### src/rtl/ps2_frame_rx.sv
// PS/2 receive front end on the clk_50m domain: synchronises and filters kclk/kdata,
// frames 11-bit packets, folds E0/F0 prefixes into flags and emits one event per key action.
module ps2_frame_rx #(
   parameter int FILTER_LEN  = 8,
   parameter int TIMEOUT_CYC = 100000
) (
   input  logic       clk_50m,
   input  logic       rst,
   input  logic       kclk,
   input  logic       kdata,
   output logic [7:0] code,
   output logic       code_valid,
   output logic       is_break,
   output logic       is_extended,
   output logic       frame_err,
   output logic       busy
);

   localparam int FCW = $clog2(FILTER_LEN + 1);
   localparam int TCW = $clog2(TIMEOUT_CYC + 1);

   typedef enum logic [1:0] {S_IDLE, S_DATA, S_PARITY, S_STOP} state_t;

   function automatic logic odd_parity_ok(input logic [7:0] data, input logic par);
      return ^{data, par};
   endfunction

   // Index 1 carries kclk, index 0 carries kdata.
   logic [1:0]     r_sync1;
   logic [1:0]     r_sync2;
   logic [1:0]     r_filt;
   logic [FCW-1:0] r_fcnt [2];
   logic           r_kclk_d;
   logic           r_fall;
   logic           r_d;

   state_t         r_state;
   logic [2:0]     r_cnt;
   logic [7:0]     r_shift;
   logic           r_par_ok;
   logic [TCW-1:0] r_tmo;
   logic           r_ext_pend;
   logic           r_brk_pend;
   logic [7:0]     r_code;
   logic           r_is_break;
   logic           r_is_ext;
   logic           r_valid;
   logic           r_err;

   state_t         w_state_nxt;
   logic [2:0]     w_cnt_nxt;
   logic [7:0]     w_shift_nxt;
   logic           w_par_ok_nxt;
   logic [TCW-1:0] w_tmo_nxt;
   logic           w_ext_nxt;
   logic           w_brk_nxt;
   logic [7:0]     w_code_nxt;
   logic           w_is_break_nxt;
   logic           w_is_ext_nxt;
   logic           w_valid_nxt;
   logic           w_err_nxt;

   // Synchroniser, glitch filter and registered kclk falling-edge detect.
   always_ff @(posedge clk_50m) begin
      if (rst) begin
         r_sync1  <= 2'b11;
         r_sync2  <= 2'b11;
         r_filt   <= 2'b11;
         for (int i = 0; i < 2; i++) begin
            r_fcnt[i] <= '0;
         end
         r_kclk_d <= 1'b1;
         r_fall   <= 1'b0;
         r_d      <= 1'b1;
      end else begin
         r_sync1 <= {kclk, kdata};
         r_sync2 <= r_sync1;
         for (int i = 0; i < 2; i++) begin
            if (r_sync2[i] == r_filt[i]) begin
               r_fcnt[i] <= '0;
            end else if (r_fcnt[i] == FCW'(FILTER_LEN - 1)) begin
               r_filt[i] <= r_sync2[i];
               r_fcnt[i] <= '0;
            end else begin
               r_fcnt[i] <= r_fcnt[i] + FCW'(1);
            end
         end
         r_kclk_d <= r_filt[1];
         r_fall   <= r_kclk_d & ~r_filt[1];
         r_d      <= r_filt[0];
      end
   end

   // Frame state and registered event outputs.
   always_ff @(posedge clk_50m) begin
      if (rst) begin
         r_state    <= S_IDLE;
         r_cnt      <= 3'd0;
         r_shift    <= 8'h00;
         r_par_ok   <= 1'b0;
         r_tmo      <= '0;
         r_ext_pend <= 1'b0;
         r_brk_pend <= 1'b0;
         r_code     <= 8'h00;
         r_is_break <= 1'b0;
         r_is_ext   <= 1'b0;
         r_valid    <= 1'b0;
         r_err      <= 1'b0;
      end else begin
         r_state    <= w_state_nxt;
         r_cnt      <= w_cnt_nxt;
         r_shift    <= w_shift_nxt;
         r_par_ok   <= w_par_ok_nxt;
         r_tmo      <= w_tmo_nxt;
         r_ext_pend <= w_ext_nxt;
         r_brk_pend <= w_brk_nxt;
         r_code     <= w_code_nxt;
         r_is_break <= w_is_break_nxt;
         r_is_ext   <= w_is_ext_nxt;
         r_valid    <= w_valid_nxt;
         r_err      <= w_err_nxt;
      end
   end

   // Next-state, framing checks, prefix folding and timeout abort.
   always_comb begin
      w_state_nxt    = r_state;
      w_cnt_nxt      = r_cnt;
      w_shift_nxt    = r_shift;
      w_par_ok_nxt   = r_par_ok;
      w_ext_nxt      = r_ext_pend;
      w_brk_nxt      = r_brk_pend;
      w_code_nxt     = r_code;
      w_is_break_nxt = r_is_break;
      w_is_ext_nxt   = r_is_ext;
      w_valid_nxt    = 1'b0;
      w_err_nxt      = 1'b0;
      if (r_state == S_IDLE || r_fall) begin
         w_tmo_nxt = '0;
      end else begin
         w_tmo_nxt = r_tmo + TCW'(1);
      end

      if (r_fall) begin
         case (r_state)
            S_IDLE: begin
               if (!r_d) begin
                  w_state_nxt = S_DATA;
                  w_cnt_nxt   = 3'd0;
               end else begin
                  w_state_nxt = S_IDLE;
               end
            end
            S_DATA: begin
               w_shift_nxt[r_cnt] = r_d;
               if (r_cnt == 3'd7) begin
                  w_state_nxt = S_PARITY;
               end else begin
                  w_cnt_nxt = r_cnt + 3'd1;
               end
            end
            S_PARITY: begin
               w_par_ok_nxt = odd_parity_ok(r_shift, r_d);
               w_state_nxt  = S_STOP;
            end
            S_STOP: begin
               w_state_nxt = S_IDLE;
               if (r_d && r_par_ok) begin
                  case (r_shift)
                     8'hE0:   w_ext_nxt = 1'b1;
                     8'hF0:   w_brk_nxt = 1'b1;
                     default: begin
                        w_code_nxt     = r_shift;
                        w_is_break_nxt = r_brk_pend;
                        w_is_ext_nxt   = r_ext_pend;
                        w_valid_nxt    = 1'b1;
                        w_ext_nxt      = 1'b0;
                        w_brk_nxt      = 1'b0;
                     end
                  endcase
               end else begin
                  w_err_nxt = 1'b1;
                  w_ext_nxt = 1'b0;
                  w_brk_nxt = 1'b0;
               end
            end
            default: w_state_nxt = S_IDLE;
         endcase
      end else if (r_state != S_IDLE && r_tmo == TCW'(TIMEOUT_CYC - 1)) begin
         w_state_nxt = S_IDLE;
         w_err_nxt   = 1'b1;
         w_ext_nxt   = 1'b0;
         w_brk_nxt   = 1'b0;
      end else begin
         w_state_nxt = r_state;
      end
   end

   assign code        = r_code;
   assign code_valid  = r_valid;
   assign is_break    = r_is_break;
   assign is_extended = r_is_ext;
   assign frame_err   = r_err;
   assign busy        = (r_state != S_IDLE);

endmodule

### config.mk
export PLATFORM = sky130hd
export DESIGN_NAME = ps2_frame_rx
export DESIGN_NICKNAME = d
export VERILOG_FILES = /design/src/rtl/ps2_frame_rx.sv
export SDC_FILE = /design/constraint.sdc
export NUM_CORES = 1
export LEC_CHECK = 0
export CAP_MARGIN = 10
export CORE_UTILIZATION = 45
export CTS_BUF_LIST = sky130_fd_sc_hd__clkbuf_4 sky130_fd_sc_hd__clkbuf_8
export DETAILED_ROUTE_END_ITERATION = 8
export GPL_ROUTABILITY_DRIVEN = 0
export PLACE_DENSITY = 0.66
export SLEW_MARGIN = 20
export SYNTH_ARGS = -nofsm -noshare
export SYNTH_HDL_FRONTEND = slang
export SYNTH_SLANG_ARGS = --single-unit
### constraint.sdc
create_clock -name clk_50m -period 1.91 [get_ports clk_50m]
set_clock_uncertainty 0.15 [all_clocks]
set_input_delay 0.573 -clock clk_50m [delete_from_list [all_inputs] [get_ports clk_50m]]
set_output_delay 0.573 -clock clk_50m [all_outputs]
set_load 0.02 [all_outputs]
== Word-level counts from Yosys, hierarchy flattened ==
Memory sizes are Yosys's and may differ from the RTL's.
Cells that the tools add are included.
Storage, ports and cells
  input port bits: 4
  output and inout bits: 13
  logic and storage cells: 133
  memories kept: 1
  register bits: 54
  memory bits (writable): 8
  latch bits: 0
  ROM bits: 0
Memories
  r_fcnt: words 2, bits a word 4, read ports 2, clocked after Yosys merged registers in 0, write ports 2, RTL line 32  | logic [FCW-1:0] r_fcnt [2];
Operators by class
  div/mod/pow operators: 0
  multiplexer cells: 55
  multiply operators: 0
  $add $sub $neg: 4
  reductions and logical operators: 21
  order comparisons: 2
  bitwise gates (word level): 14
  eq/ne operators: 17
  shift operators: 0
Operators by type and width (count)
  $mux W1: 38
  $mux W4: 6
  $add A17 B1 Y17 const B: 1
  $eq A17 B17 Y1 const B: 1
  $eq A8 B8 Y1 const B: 2
  $reduce_and A2 Y1: 5
  $ne A3 B3 Y1 const B: 3
  $reduce_xor A9 Y1: 1
  $add A4 B1 Y4 const B: 2
  $bwmux W8: 1
  $eq A4 B3 Y1 const B: 2
  $pmux W2 S4: 1
  $reduce_and A4 Y1: 2
  $not A1 Y1: 7
  $mux W2: 3
  $mux W3: 2
  $or A1 B1 Y1: 6
  $pmux W3 S2: 1
  $reduce_and A3 Y1: 2
  $reduce_bool A2 Y1: 3
  $eq A2 B2 Y1 const B: 2
  $lt A3 B4 Y1 const B: 1
  $ne A2 B2 Y1 const B: 2
  $pmux W1 S2: 2
  other kinds (13): 17

== Longest topological paths before layout ==
An unclocked memory read counts as a cell.
  word-level depth: 8
  gate-level depth with buffers: 7

== Least setup slack after synthesis ==
No wires, ideal clock.
  path kind: register -> register
  start: register r_state[0]
  end: register r_state[0]
  setup time: 0.128 ns
  stages on the path, launching flop included: 8
  data required time: 1.632 ns
  buffers on the path: 0
  setup slack: 0.114 ns
  data arrival time: 1.519 ns
  cell sequence: dfxtp_1 inv_1 ha_1 nor4_1 nand3_1 or3_1 a31oi_1 nor2_1
Between the ends
  word-level cells in the longest chain between the ends: 4
  elaborated cells on any way between the ends: 11
  those cells by class: eq/ne (4); mux (2); reduce/logical (5)
RTL lines
  start, declared: RTL line 37  | state_t r_state;
  start signal, assigned: RTL line 110  | r_state <= w_state_nxt;
  parallel branches: the longest is 4 deep, another holds $pmux W2 S4
Several ways; the timed one is not identified.
A chain may end at the register's enable or synchronous reset.

== Worst setup path after layout ==
  start: register r_state[1]
  end: register r_shift[2]
Between the ends
  word-level cells in the longest chain between the ends: 2
RTL lines
  $eq A2 B1 Y1: RTL line 145  | case (r_state)
  $reduce_and A2 Y1 (no source line)
  end signal, assigned: RTL line 112  | r_shift <= w_shift_nxt;
  end, declared: RTL line 39  | logic [7:0] r_shift;
No other way between the ends.

==> flow_metrics.env <==
export IMPL_hp_class="reg2reg"
export IMPL_grt_pass1_vias=1869
export IMPL_power_density_mw_per_mm2=741
export IMPL_max_vdd_ir_drop_mv=0.449
export IMPL_worstSetupStartpointType="flop"
export IMPL_io_buffers=16
export IMPL_worst_setup_path_type="reg2reg"
export IMPL_clock_sinks=62
export IMPL_yosysSeqAreaShare_pct=48.5
export IMPL_drt_iter0_drc=97
export IMPL_cts_root_buffer="clkbuf_8"
export IMPL_syn_area_mm2=0.00272
export IMPL_path_max_fanout=7
export IMPL_finalCriticalPeriod_ns=1.81
export IMPL_antenna_found_initial=0
export IMPL_finalPower_mw=2.45
export IMPL_wl_mm=4.64
export IMPL_hold_viol=0
export IMPL_final_max_slew_violation_count=0
export IMPL_fmax_mhz=553
export IMPL_fp_dieH_um=79.8
export IMPL_rsz0062_at_grt="yes"
export IMPL_io_pins=17
export IMPL_start_util_pct=48.0
export IMPL_grt_use_met2_pct=27.9
export IMPL_end_kind="flop"
export IMPL_use_met3_pct=4.80
export IMPL_setup_tns_ns=0
export IMPL_viasPerCell=5.02
export IMPL_grt_max_degree=22
export IMPL_fill_cells=523
export IMPL_syn_instance_count=280
export IMPL_grt_usage_pct=16.6
export IMPL_vias=1987
export IMPL_status="completed"
export IMPL_diodes=0
export IMPL_yosys_warnings=0
export IMPL_synth_seq_cells=62
export IMPL_finalCritPeriodShare_pct=94.7
export IMPL_crit_arrival_ns=1.92
export IMPL_coreArea_mm2=0.00568
export IMPL_syn_area_per_cell_um2=9.72
export IMPL_drcViolationCount=0
export IMPL_drt_wirelength_per_cell_um=11.7
export IMPL_nets=333
export IMPL_grt_use_met1_pct=19.5
export IMPL_num_rows=27
export IMPL_leakagePower_nw=1.27
export IMPL_chipWidth_um=79.8
export IMPL_clkTransAtPathRegs_ns=0.06
export IMPL_top_usage_layer="met2"
export IMPL_syn_to_final_growth_pct=21.5
export IMPL_drive_above_1_share_pct=18.2
export IMPL_stdcell_area_mm2=0.00331
export IMPL_grt_overflow_total=0
export IMPL_dr_pass1_iters=4
export IMPL_cp_data_required_time_ns=2.03
export IMPL_clock_latency_ns=0.33
export IMPL_synth_distinct_cells=42
export IMPL_setup_viol=0
export IMPL_holdWs_ns=0.251
export IMPL_dpl_hpwl_mm=3.33
export IMPL_ant_nets=0
export IMPL_maxCapViolCount=0
export IMPL_cts_buffers_inserted=9
export IMPL_placed_area_mm2=0.00305
export IMPL_cts_max_path_buffers=2
export IMPL_grt_pass1_wl_mm=8.01
export IMPL_cts_tree="done"
export IMPL_htree_levels=3
export IMPL_design_die_area_mm2=0.00637
export IMPL_hold_buffers=0
-- Yosys cell counts --
library cell  count  area share [%]
a211o_1           2            0.64
a211oi_1          2            0.55
a21oi_1          16             2.9
a22oi_1           1            0.28
a31oi_1           1            0.23
and3_1            4            0.92
and3_2            1            0.28
and3b_1           1            0.32
buf_2             2            0.37
buf_4             2            0.55
clkbuf_1          5            0.69
conb_1            1            0.14
dfxtp_1          54              40
edfxtp_1          8             8.8
ha_1             10             4.6
inv_1            12             1.7
mux2i_1          13             4.8
nand2_1          14             1.9
nand2b_1          3            0.69
nand3_1          11             2.0
nand3_4           1            0.64
nand3b_1          1            0.28
nand4_1           5             1.1
nand4_4           1            0.78
nand4b_1          1            0.32
nor2_1           39             5.4
nor2_4            1            0.41
nor2b_1           3            0.69
nor3_1            3            0.55
nor3_2            1            0.37
nor3b_1           1            0.28
nor4_1            1            0.23
nor4b_1           2            0.64
nor4bb_1          1            0.37
o211ai_1          1            0.28
o21ai_0          10             1.8
o31ai_4           1            0.78
or2_2             6             1.4
or3_1            13             3.0
xnor2_1          11             3.5
xnor3_1           1            0.83
xor2_1           13             4.2
-- metal layers --
layer / up-vias / wire length (µm) / share of wire (%)
met5: - / 0 / 0
met4: 0 / 71 / 1.5
met3: 8 / 154 / 3.3
met2: 29 / 2220 / 48
met1: 919 / 2200 / 47
li1: 1031 / - / -
-- cell type report --
class | count | area (µm²) | share of cell area [%]
Tap cell | 72 | 90.1 | 2.72
Clock inverter | 3 | 17.5 | 0.530
Timing Repair Buffer | 30 | 249 | 7.53
Multi-Input combinational cell | 204 | 1410 | 42.6
Inverter | 12 | 45.0 | 1.36
Sequential cell | 62 | 1320 | 40.0
Clock buffer | 13 | 173 | 5.22
-- logic make-up after synthesis --
group	share of synthesized area [%]
and+or+nand+nor	22.6
DFF	48.5
AOI/OAI and AO/OA	7.54
xor gates and xnor gates	8.55
buffers and inverters	3.26
muxes	4.78
adders and majority gates	4.60
other	0.138
-- what timing repair did --
action | CTS | global route
gates resized for setup | 18 | 18
setup endpoints to repair | 14 | 20
buffers inserted | 0 | 1
pin swaps | 2 | 4
-- per-stage QoR --
stage	worst slack [ns]	utilization, %	instances
floorplan	0.114	-	287
global placement	-0.0410	53.8	379
detailed placement	-0.0757	53.8	379
CTS	0.0180	57.0	395
global route	-0.0257	58.3	396
finish	0.101	58.3	396
-- registers in the layout, summed over array words and instances (netlist names), 2 cells and up --
name / count
r_tmo: 17
code: 8
r_fcnt: 8
r_shift: 8
r_cnt: 3
r_filt: 2
r_state: 2
r_sync1: 2
r_sync2: 2
-- worst paths after layout --
check	from	endpoint	slack [ns]	cells after the start
hold / removal	r_sync1[0]	r_sync2[0]	0.25	1
hold reg to reg	r_sync1[0]	r_sync2[0]	0.25	1
setup reg to reg	r_state[1]	r_shift[2]	0.10	6
setup / recovery	r_state[1]	r_shift[2]	0.10	6
-- critical path: stages (launching register included) --
cell and delay [ns]:
dfxtp_2 0.32, inv_2 0.07, buf_4 0.11, ha_1 0.31, nand3b_1 0.26, or3_1 0.41, a21oi_1 0.12
-- report_power, final --
group,switching (mW),internal [mW]
clock,0.472,0.587
sequential,0.00769,1.33
combinational,0.0274,0.0221
-- cell usage in the layout, fill, tap and decap left out, types with 3 or more instances in the layout --
master,Yosys,routed
nand4_1,5,5
clkdlybuf4s50_1,0,3
xor2_1,13,13
dfxtp_1,54,52
a21oi_1,16,15
nor2_1,39,39
and3_1,4,3
buf_4,2,13
nor2b_1,3,3
conb_1,1,8
edfxtp_1,8,8
nand2b_1,3,3
mux2i_1,13,13
ha_1,10,8
xnor2_1,11,11
o21ai_0,10,9
dlygate4sd2_1,0,12
or3_1,13,12
inv_1,12,10
or2_2,6,6
nand2_1,14,14
clkbuf_8,0,12
nand3_1,11,9
No activity file was read; power rests on OpenSTA's default activity.
